--- src/rtl/link_delay_channel.sv ---
// link_delay_channel
//
// One direction of an inter-FPGA link. Words accepted on the input handshake
// come out of the output handshake in order. A word becomes visible exactly
// DELAY cycles after it is accepted. If the receiver stalls, it is released
// later than that.
//
// Parameters:
//   DATA_WIDTH - link word width
//   DELAY      - link latency in cycles; must be at least 1
//   DEPTH      - storage entries; must be a power of 2.
//                Full throughput needs DEPTH >= DELAY+1.
//
// Ports:
//   clk          - single clock; all state changes happen on its rising edge
//   reset        - asynchronous reset, active low
//   in_data      - word from the sender
//   in_valid     - sender offers in_data
//   in_ready     - channel can accept a word (occupancy < DEPTH)
//   out_data     - head word; reads 0 while out_valid is low
//   out_valid    - head word has matured
//   out_ready    - receiver accepts out_data
//   occupancy    - stored words, counting both in-flight and matured words
//   words_sent   - pop count, wraps at 2^32 (LINK_STATS_EN only, else 0)
//   stall_cycles - cycles with out_valid && !out_ready, saturating
//                  (LINK_STATS_EN only, else 0)
//
// Build option: define LINK_STATS_EN to include the two statistics counters.
// The port list is the same in both builds.

module link_delay_channel #(
    parameter int unsigned DATA_WIDTH = 64,
    parameter int unsigned DELAY      = 53,
    parameter int unsigned DEPTH      = 64
) (
    input  logic                   clk,
    input  logic                   reset,
    input  logic [DATA_WIDTH-1:0]  in_data,
    input  logic                   in_valid,
    output logic                   in_ready,
    output logic [DATA_WIDTH-1:0]  out_data,
    output logic                   out_valid,
    input  logic                   out_ready,
    output logic [$clog2(DEPTH):0] occupancy,
    output logic [31:0]            words_sent,
    output logic [31:0]            stall_cycles
);

    localparam int unsigned PTR_W = $clog2(DEPTH);
    localparam int unsigned CNT_W = PTR_W + 1;
    localparam logic [CNT_W-1:0] FULL_CNT = CNT_W'(DEPTH);

    logic [DATA_WIDTH-1:0] mem_q [DEPTH];
    logic [PTR_W-1:0]      wr_ptr_q;
    logic [PTR_W-1:0]      rd_ptr_q;
    logic [CNT_W-1:0]      occ_q;
    logic [CNT_W-1:0]      occ_d;
    logic [CNT_W-1:0]      ripe_q;
    logic [CNT_W-1:0]      ripe_d;
    logic                  push;
    logic                  pop;
    logic                  ripe_inc;

    // Handshake flags come only from registered counters, so out_ready has
    // no combinational path to in_ready.
    assign in_ready  = (occ_q < FULL_CNT);
    assign out_valid = (ripe_q != '0);
    assign push      = in_valid && in_ready;
    assign pop       = out_valid && out_ready;
    assign out_data  = out_valid ? mem_q[rd_ptr_q] : '0;
    assign occupancy = occ_q;

    // Maturity line: a one-bit pulse per push. The pulse leaves the last stage
    // DELAY-1 edges after the push and then bumps ripe_count. Maturity keeps
    // push order, so the head of the FIFO is always the oldest mature word.
    if (DELAY <= 1) begin : g_no_line
        assign ripe_inc = push;
    end else begin : g_line
        logic [DELAY-2:0] line_q;

        always_ff @(posedge clk or negedge reset) begin
            if (!reset) begin
                line_q <= '0;
            end else begin
                line_q[0] <= push;
                for (int i = 1; i < DELAY - 1; i++) begin
                    line_q[i] <= line_q[i-1];
                end
            end
        end

        assign ripe_inc = line_q[DELAY-2];
    end

    always_comb begin
        occ_d  = occ_q;
        ripe_d = ripe_q;
        case ({push, pop})
            2'b10:   occ_d = occ_q + 1'b1;
            2'b01:   occ_d = occ_q - 1'b1;
            default: ;
        endcase
        case ({ripe_inc, pop})
            2'b10:   ripe_d = ripe_q + 1'b1;
            2'b01:   ripe_d = ripe_q - 1'b1;
            default: ;
        endcase
    end

    always_ff @(posedge clk or negedge reset) begin
        if (!reset) begin
            wr_ptr_q <= '0;
            rd_ptr_q <= '0;
            occ_q    <= '0;
            ripe_q   <= '0;
        end else begin
            if (push) wr_ptr_q <= wr_ptr_q + 1'b1;
            if (pop)  rd_ptr_q <= rd_ptr_q + 1'b1;
            occ_q  <= occ_d;
            ripe_q <= ripe_d;
        end
    end

    // Storage needs no reset: out_data is gated by out_valid, and reset clears
    // ripe_count, so a stale entry can never be presented.
    always_ff @(posedge clk) begin
        if (push) mem_q[wr_ptr_q] <= in_data;
    end

`ifdef LINK_STATS_EN
    logic [31:0] words_sent_q;
    logic [31:0] stall_cycles_q;

    always_ff @(posedge clk or negedge reset) begin
        if (!reset) begin
            words_sent_q   <= '0;
            stall_cycles_q <= '0;
        end else begin
            if (pop) words_sent_q <= words_sent_q + 32'd1;
            if (out_valid && !out_ready && (stall_cycles_q != '1)) begin
                stall_cycles_q <= stall_cycles_q + 32'd1;
            end
        end
    end

    assign words_sent   = words_sent_q;
    assign stall_cycles = stall_cycles_q;
`else
    assign words_sent   = '0;
    assign stall_cycles = '0;
`endif

endmodule

--- config.mk ---
export PLATFORM = sky130hd
export DESIGN_NAME = link_delay_channel
export DESIGN_NICKNAME = d
export VERILOG_FILES = /design/src/rtl/link_delay_channel.sv
export SDC_FILE = /design/constraint.sdc
export NUM_CORES = 2
export LEC_CHECK = 0
export CORE_ASPECT_RATIO = 0.75
export CORE_UTILIZATION = 56
export DETAILED_ROUTE_END_ITERATION = 16
export PLACE_DENSITY = 0.81
export SLEW_MARGIN = 20
export SYNTH_ARGS = -nofsm -noshare
export SYNTH_HDL_FRONTEND = slang
export SYNTH_SLANG_ARGS = --single-unit
--- constraint.sdc ---
create_clock -name clk -period 6.3 [get_ports clk]
set_input_delay 1.26 -clock clk [delete_from_list [all_inputs] [get_ports clk]]
set_output_delay 1.26 -clock clk [all_outputs]
set_load 0.01 [all_outputs]
## Word level (Yosys, flattened, before mapping)

Memories as Yosys holds them, arrays and structs flattened.
Cells that the tools add are included.

- Memory bits (writable): 4,096
- Flip-flop bits (word level): 78
- Output and inout port bits: 137
- Logic and storage cells: 27
- Memories: 1

Memory list:

| name | depth | width | rd ports | clocked after Yosys merged registers in | write ports | RTL line | RTL |
|---|---|---|---|---|---|---|---|
| mem_q | 64 | 64 | 1 | 0 | 1 | 53 | `logic [DATA_WIDTH-1:0] mem_q [DEPTH];` |

- $add $sub $neg: 6
- Order comparisons: 1
- Equal/unequal tests: 4
- Reduce and logical (&&, ||, !) cells: 5
- Muxes and demuxes: 5

Operator list:

| kind | count |
|---|---|
| 64-bit two-way mux | 1 |
| 7-bit case mux with 2 select lines | 2 |
| 7-bit by 1-bit adder with 7-bit output (second input constant) | 2 |
| 7-bit by 1-bit subtractor with 7-bit output (second input constant) | 2 |
| 6-bit by 1-bit adder with 6-bit output (second input constant) | 2 |
| 7-bit < comparator (second input constant) | 1 |
| 7-bit nonzero test | 1 |
| 2-bit by 1-bit == test with 1-bit output (second input constant) | 2 |
| 2-bit == test (second input constant) | 2 |
| 2-bit nonzero test | 2 |
| 1-bit logical AND | 2 |
| 1-bit two-way mux | 2 |

## Logic depth before layout (Yosys ltp)

- Word-level depth: 4
- Mapped depth: 16
- Gate-level depth less buffers: 12

## Worst setup path before layout

Ideal clock, no wire load.

- Kind: input to register
- From: in in_valid
- To: mem mem_q[41][0] (enable)
- Arrival: 6.264 ns
- Path slack: -0.529 ns
- Path buffers: 1
- Required time: 5.735 ns
- Library setup time: 0.565 ns
- Stages on the path: 6
- Cell sequence: nand2_1 -> inv_1 -> and2_0 -> clkbuf_1 -> nand2_1 -> nor3_1

- Cells in the longest elaborated chain, start to end: 3

RTL lines:

| element | RTL line | RTL |
|---|---|---|
| start, declared | 39 | `input logic in_valid,` |
| 1-bit logical AND | 68 | `assign push = in_valid && in_ready;` |
| named net push | 60 | `logic push;` |
| 1-bit two-way mux | 127 | `if (push) mem_q[wr_ptr_q] <= in_data;` |
| 1-bit two-way mux (not written as such) | 127 |  |
| end, declared | 53 |  |

The timed path passes the listed nets, and every way through them passes these cells.

## Worst setup path in the final report

- From: reg rd_ptr_q[3]
- To: out out_data[57]

- Cells in the longest elaborated chain, start to end: 2

RTL lines:

| element | RTL line | RTL |
|---|---|---|
| start, declared | 55 | `logic [PTR_W-1:0] rd_ptr_q;` |
| start signal, assigned | 118 | `if (pop) rd_ptr_q <= rd_ptr_q + 1'b1;` |
| memory read 64 x 64 bit | - |  |
| 64-bit two-way mux | 70 | `assign out_data = out_valid ? mem_q[rd_ptr_q] : '0;` |
| end, declared | 41 | `output logic [DATA_WIDTH-1:0] out_data,` |

No other way between the ends.

==> results.md <==
- The hold path startpoint is g_line.line_q[44].
- In the post-synthesis netlist, the cell with the most instances is sky130_fd_sc_hd__edfxtp_1.
- The total of endpoints with negative setup slack in the final report is 0.
- The region available for standard cell placement spans 283000 µm².
- The number of placed I/O pins is 205.
- The final routed wirelength across all metal layers is about 480000 µm.
- The number of cells produced by synthesis is 7162.
- The min-delay analysis places its worst path in the category reg -> reg.
- The share of synthesized area occupied by flip-flops and latches is 0.783.
- The placed wire-length estimate is between 200000 and 250000 µm.
- The async set or reset register ratio after synthesis is 0.0187.
- The share of the core filled with cells in the final layout is 0.630.
- The maximum vdd drop is 0.494 mV.
- In this run the core area contains around 170 standard-cell rows.
- Sorting the synthesized cells by how often they occur yields sky130_fd_sc_hd__edfxtp_1, sky130_fd_sc_hd__mux4_2, sky130_fd_sc_hd__mux2i_1.
- Between clock sinks in the finished design, the worst skew comes to around 40 ps.
- At the pin with the least slew margin, the transition time is 1300 ps.
- The worst-case headroom to the max-slew limit is 0.133.
- The share of post-route cells with drive strength above 1 is 0.235.
- Measured in cells, the most critical reg-to-reg path has a length of 13.
- The worst setup path endpoint is out_data[57].
- Buffers placed on the I/O ports in this run total 140.
- In the global route stage, overall resource usage came out at 0.333.
- Entering global routing, the biggest net connects 140 pins.
- The number of antenna violations at the first check in global routing was 37.
- The floorplan step defined a die boundary enclosing 287000 µm².
- The worst endpoint required time is 5040 ps.
- The standard cell area after detailed placement is 166000 µm².
- The setup path with the least slack is of type reg -> out.
- The effective utilization at floorplan is 0.564.
- The synthesized design contains 4096 enable-type register cells.
- After routing the design area is roughly 180000 µm².
- The residual DRC count is 0.
- The reg2reg setup slack is about 1500 ps.
- Fill cells in the final layout number 17400.
- The overall die height is about 460 µm.
- The flow ran to the end, and the final reports show no timing, DRC or antenna violations.
- The number of distinct library cells after synthesis is 62.
- Static timing analysis puts the maximum clock frequency at 0.161 GHz.
- The flip-flop and latch count after synthesis is approximately 4200.
- Counting along the longest clock path gives a buffer depth of 4.
- The first global-routing pass estimated 657000 µm of wire.
- CTS placed an instance of sky130_fd_sc_hd__clkbuf_16 at the clock tree root.
- In this run the worst setup path begins at rd_ptr_q[3].
- The clock tree synthesis step divided the H-tree into 5 levels.
- The average wire length per cell after detail routing is 41.4 µm.
- The number of max-cap violations is 0.
- Buffers inserted during clock tree synthesis total 368.
- For this run, the post-layout net count is 7619.
- Of all nets on the critical path, the largest fanout is 35.
- The total overflow left after global routing is 0.
- The reg-to-reg endpoint is occupancy[4].
- For the worst setup path, the data arrival time is 4960 ps.
- The die boundary width is just over 600 µm.
- The count of routing violations after the opening detailed-route iteration is 16400.
- The final period utilization is 0.987.
- The portion of synthesized cell area occupied by the leading cell type is 0.771.
- Clock tree synthesis found a total of 4174 sinks.
- The power density relative to cell area is 438 nW/µm².
- After synthesis, the cell types taking the most area are sky130_fd_sc_hd__edfxtp_1, sky130_fd_sc_hd__mux4_2, sky130_fd_sc_hd__mux2i_1.
- The congestion estimate from routability-driven global placement came to ~0.8.
- The count of pins over their slew limit is 0.
- The growth of design area from synthesis to finish is 11.7%.
- The number of hold-repair buffers added at the cts stage is 0.
- The detailed router placed 85500 vias in this run.
- The worst setup path is launched from a flip-flop.
- The count of yosys warnings during synthesis is 0.
- The later-pin clock latency in the skew report is roughly 930 ps.
- In this run the static leakage power is 56.9 nW.
- The post-synth design cell area is around 160000 µm².
- The cell taking the most area after synthesis is sky130_fd_sc_hd__edfxtp_1.
- The worst register-to-register path begins at ripe_q[4].
- TritonCTS built the clock tree.
- The via count of the first global-routing pass is 84800.
- The total count of hold-check failures in the final report is 0.
- The type of element capturing the critical path is an output pin.
- Dividing the detail-routed via count by the number of cells gives 7.36.
- A synthesized cell averages roughly 22 µm².
- The first TritonRoute pass finished after 6 iterations.
- Clock-pin slew was measured on the worst setup and hold paths at ~70 ps.
- The count of nets left with antenna violations once routing finished came out at 0.
- Among all flip-flop cells after synthesis, the most frequent one is sky130_fd_sc_hd__edfxtp_1.
- The final period demand of the worst path is a little over 6000 ps.
kinds of logic after synthesis:
logic type | Yosys count | share of synthesized area
AOI/OAI and AO/OA | 738 | 0.0326
xor gates and xnor gates | 26 | 0.00143
adders and majority gates | 8 | 0.000628
buffers and inverters | 484 | 0.0176
DFF | 4174 | 0.783
muxes | 1436 | 0.156
other | 1 | 0.0000235
and+or+nand+nor | 295 | 0.00838
report_power, final:
part / internal [W] / switching [W] / total, W
combinational: 0.00960 / 0.0139 / 0.0235
clock: 0.0127 / 0.0102 / 0.0229
sequential: 0.0312 / 0.000516 / 0.0317
total: 0.0535 / 0.0246 / 0.0781
final cells by class:
| type | instances | area (µm²) | area share |
|---|---|---|---|
| Antenna cell | 29 | 72.6 | 0.000407 |
| Clock buffer | 444 | 9640 | 0.0541 |
| Clock inverter | 220 | 2280 | 0.0128 |
| Inverter | 10 | 40.0 | 0.000225 |
| Multi-Input combinational cell | 2567 | 32600 | 0.183 |
| Sequential cell | 4174 | 125000 | 0.701 |
| Tap cell | 3762 | 4710 | 0.0264 |
| Timing Repair Buffer | 422 | 3950 | 0.0222 |
what timing repair did:
item / in CTS / in global routing
resized for setup: 1 / 1
setup endpoints to repair: 6 / 2
endpoints found under the hold margin: 0 / 0
setup buffers: 1 / 1
critical path, cell delays in order (launching register included):
cell and delay [ps]:
sky130_fd_sc_hd__dfrtp_4 790, sky130_fd_sc_hd__buf_4 820, sky130_fd_sc_hd__mux4_2 420, sky130_fd_sc_hd__mux2i_1 180, sky130_fd_sc_hd__nor2_1 80, sky130_fd_sc_hd__a2111oi_0 640, sky130_fd_sc_hd__o21ai_0 460, sky130_fd_sc_hd__clkdlybuf4s50_1 610
stage by stage:
step                      TNS [ps]  total power (W)  hold slack (ps)  worst slack, ps  instances
after detailed placement         0           0.0547              335              800      10900
after global placement           0           0.0542              335              813      10900
after floorplan                  0           0.0465              331             1010       7225
final                            0           0.0781              335             79.8      11600
after global routing         -1.82           0.0796              342            -1.82      11600
after CTS                        0           0.0776              338            0.334      11600
worst min path at each step:
stage,to,slack [ps],cells past startpoint
final,g_line.line_q[45],330,0
after global routing,g_line.line_q[45],340,0
after CTS,occupancy[6],340,1
after detailed placement,g_line.line_q[13],330,0
after global placement,g_line.line_q[13],340,0
after floorplan,g_line.line_q[10],330,0
layer usage:
metal  global-route usage  share of wire  wire length, µm
met1                0.432           0.31           148000
met2                0.490           0.44           212000
met3                0.118           0.18            86000
met4                0.192          0.071            34200
met5              0.00117        0.00057              273
registers in the layout (all words and copies together), names as in the netlist:
signal         cells
g_line.line_q     52
mem_q           4096
occupancy          7
rd_ptr_q           6
ripe_q             7
wr_ptr_q           6
cells in the final DEF, fill, tap and decap left out, types with 19 or more instances in the layout:
cell type and n:
sky130_fd_sc_hd__a22o_1 52, sky130_fd_sc_hd__o22ai_1 143, sky130_fd_sc_hd__clkinv_1 81, sky130_fd_sc_hd__mux2_2 53
sky130_fd_sc_hd__clkbuf_16 373, sky130_fd_sc_hd__nor2_1 50, sky130_fd_sc_hd__dfrtp_1 73, sky130_fd_sc_hd__nand2_1 79
sky130_fd_sc_hd__clkinv_2 60, sky130_fd_sc_hd__mux4_2 833, sky130_fd_sc_hd__nor3_1 34, sky130_fd_sc_hd__a21oi_1 102
sky130_fd_sc_hd__a211oi_1 70, sky130_fd_sc_hd__o21ai_0 97, sky130_fd_sc_hd__buf_4 229, sky130_fd_sc_hd__conb_1 64
sky130_fd_sc_hd__nor2_4 64, sky130_fd_sc_hd__edfxtp_1 4096, sky130_fd_sc_hd__buf_2 58, sky130_fd_sc_hd__bufinv_16 42
sky130_fd_sc_hd__clkbuf_1 67, sky130_fd_sc_hd__a22oi_1 42, sky130_fd_sc_hd__a221oi_1 39, sky130_fd_sc_hd__a2111oi_0 19
sky130_fd_sc_hd__o221ai_1 102, sky130_fd_sc_hd__buf_12 59, sky130_fd_sc_hd__clkdlybuf4s50_1 75, sky130_fd_sc_hd__mux2i_1 549
sky130_fd_sc_hd__diode_2 29, sky130_fd_sc_hd__a211o_1 41
(Power assumes the default switching activity.)
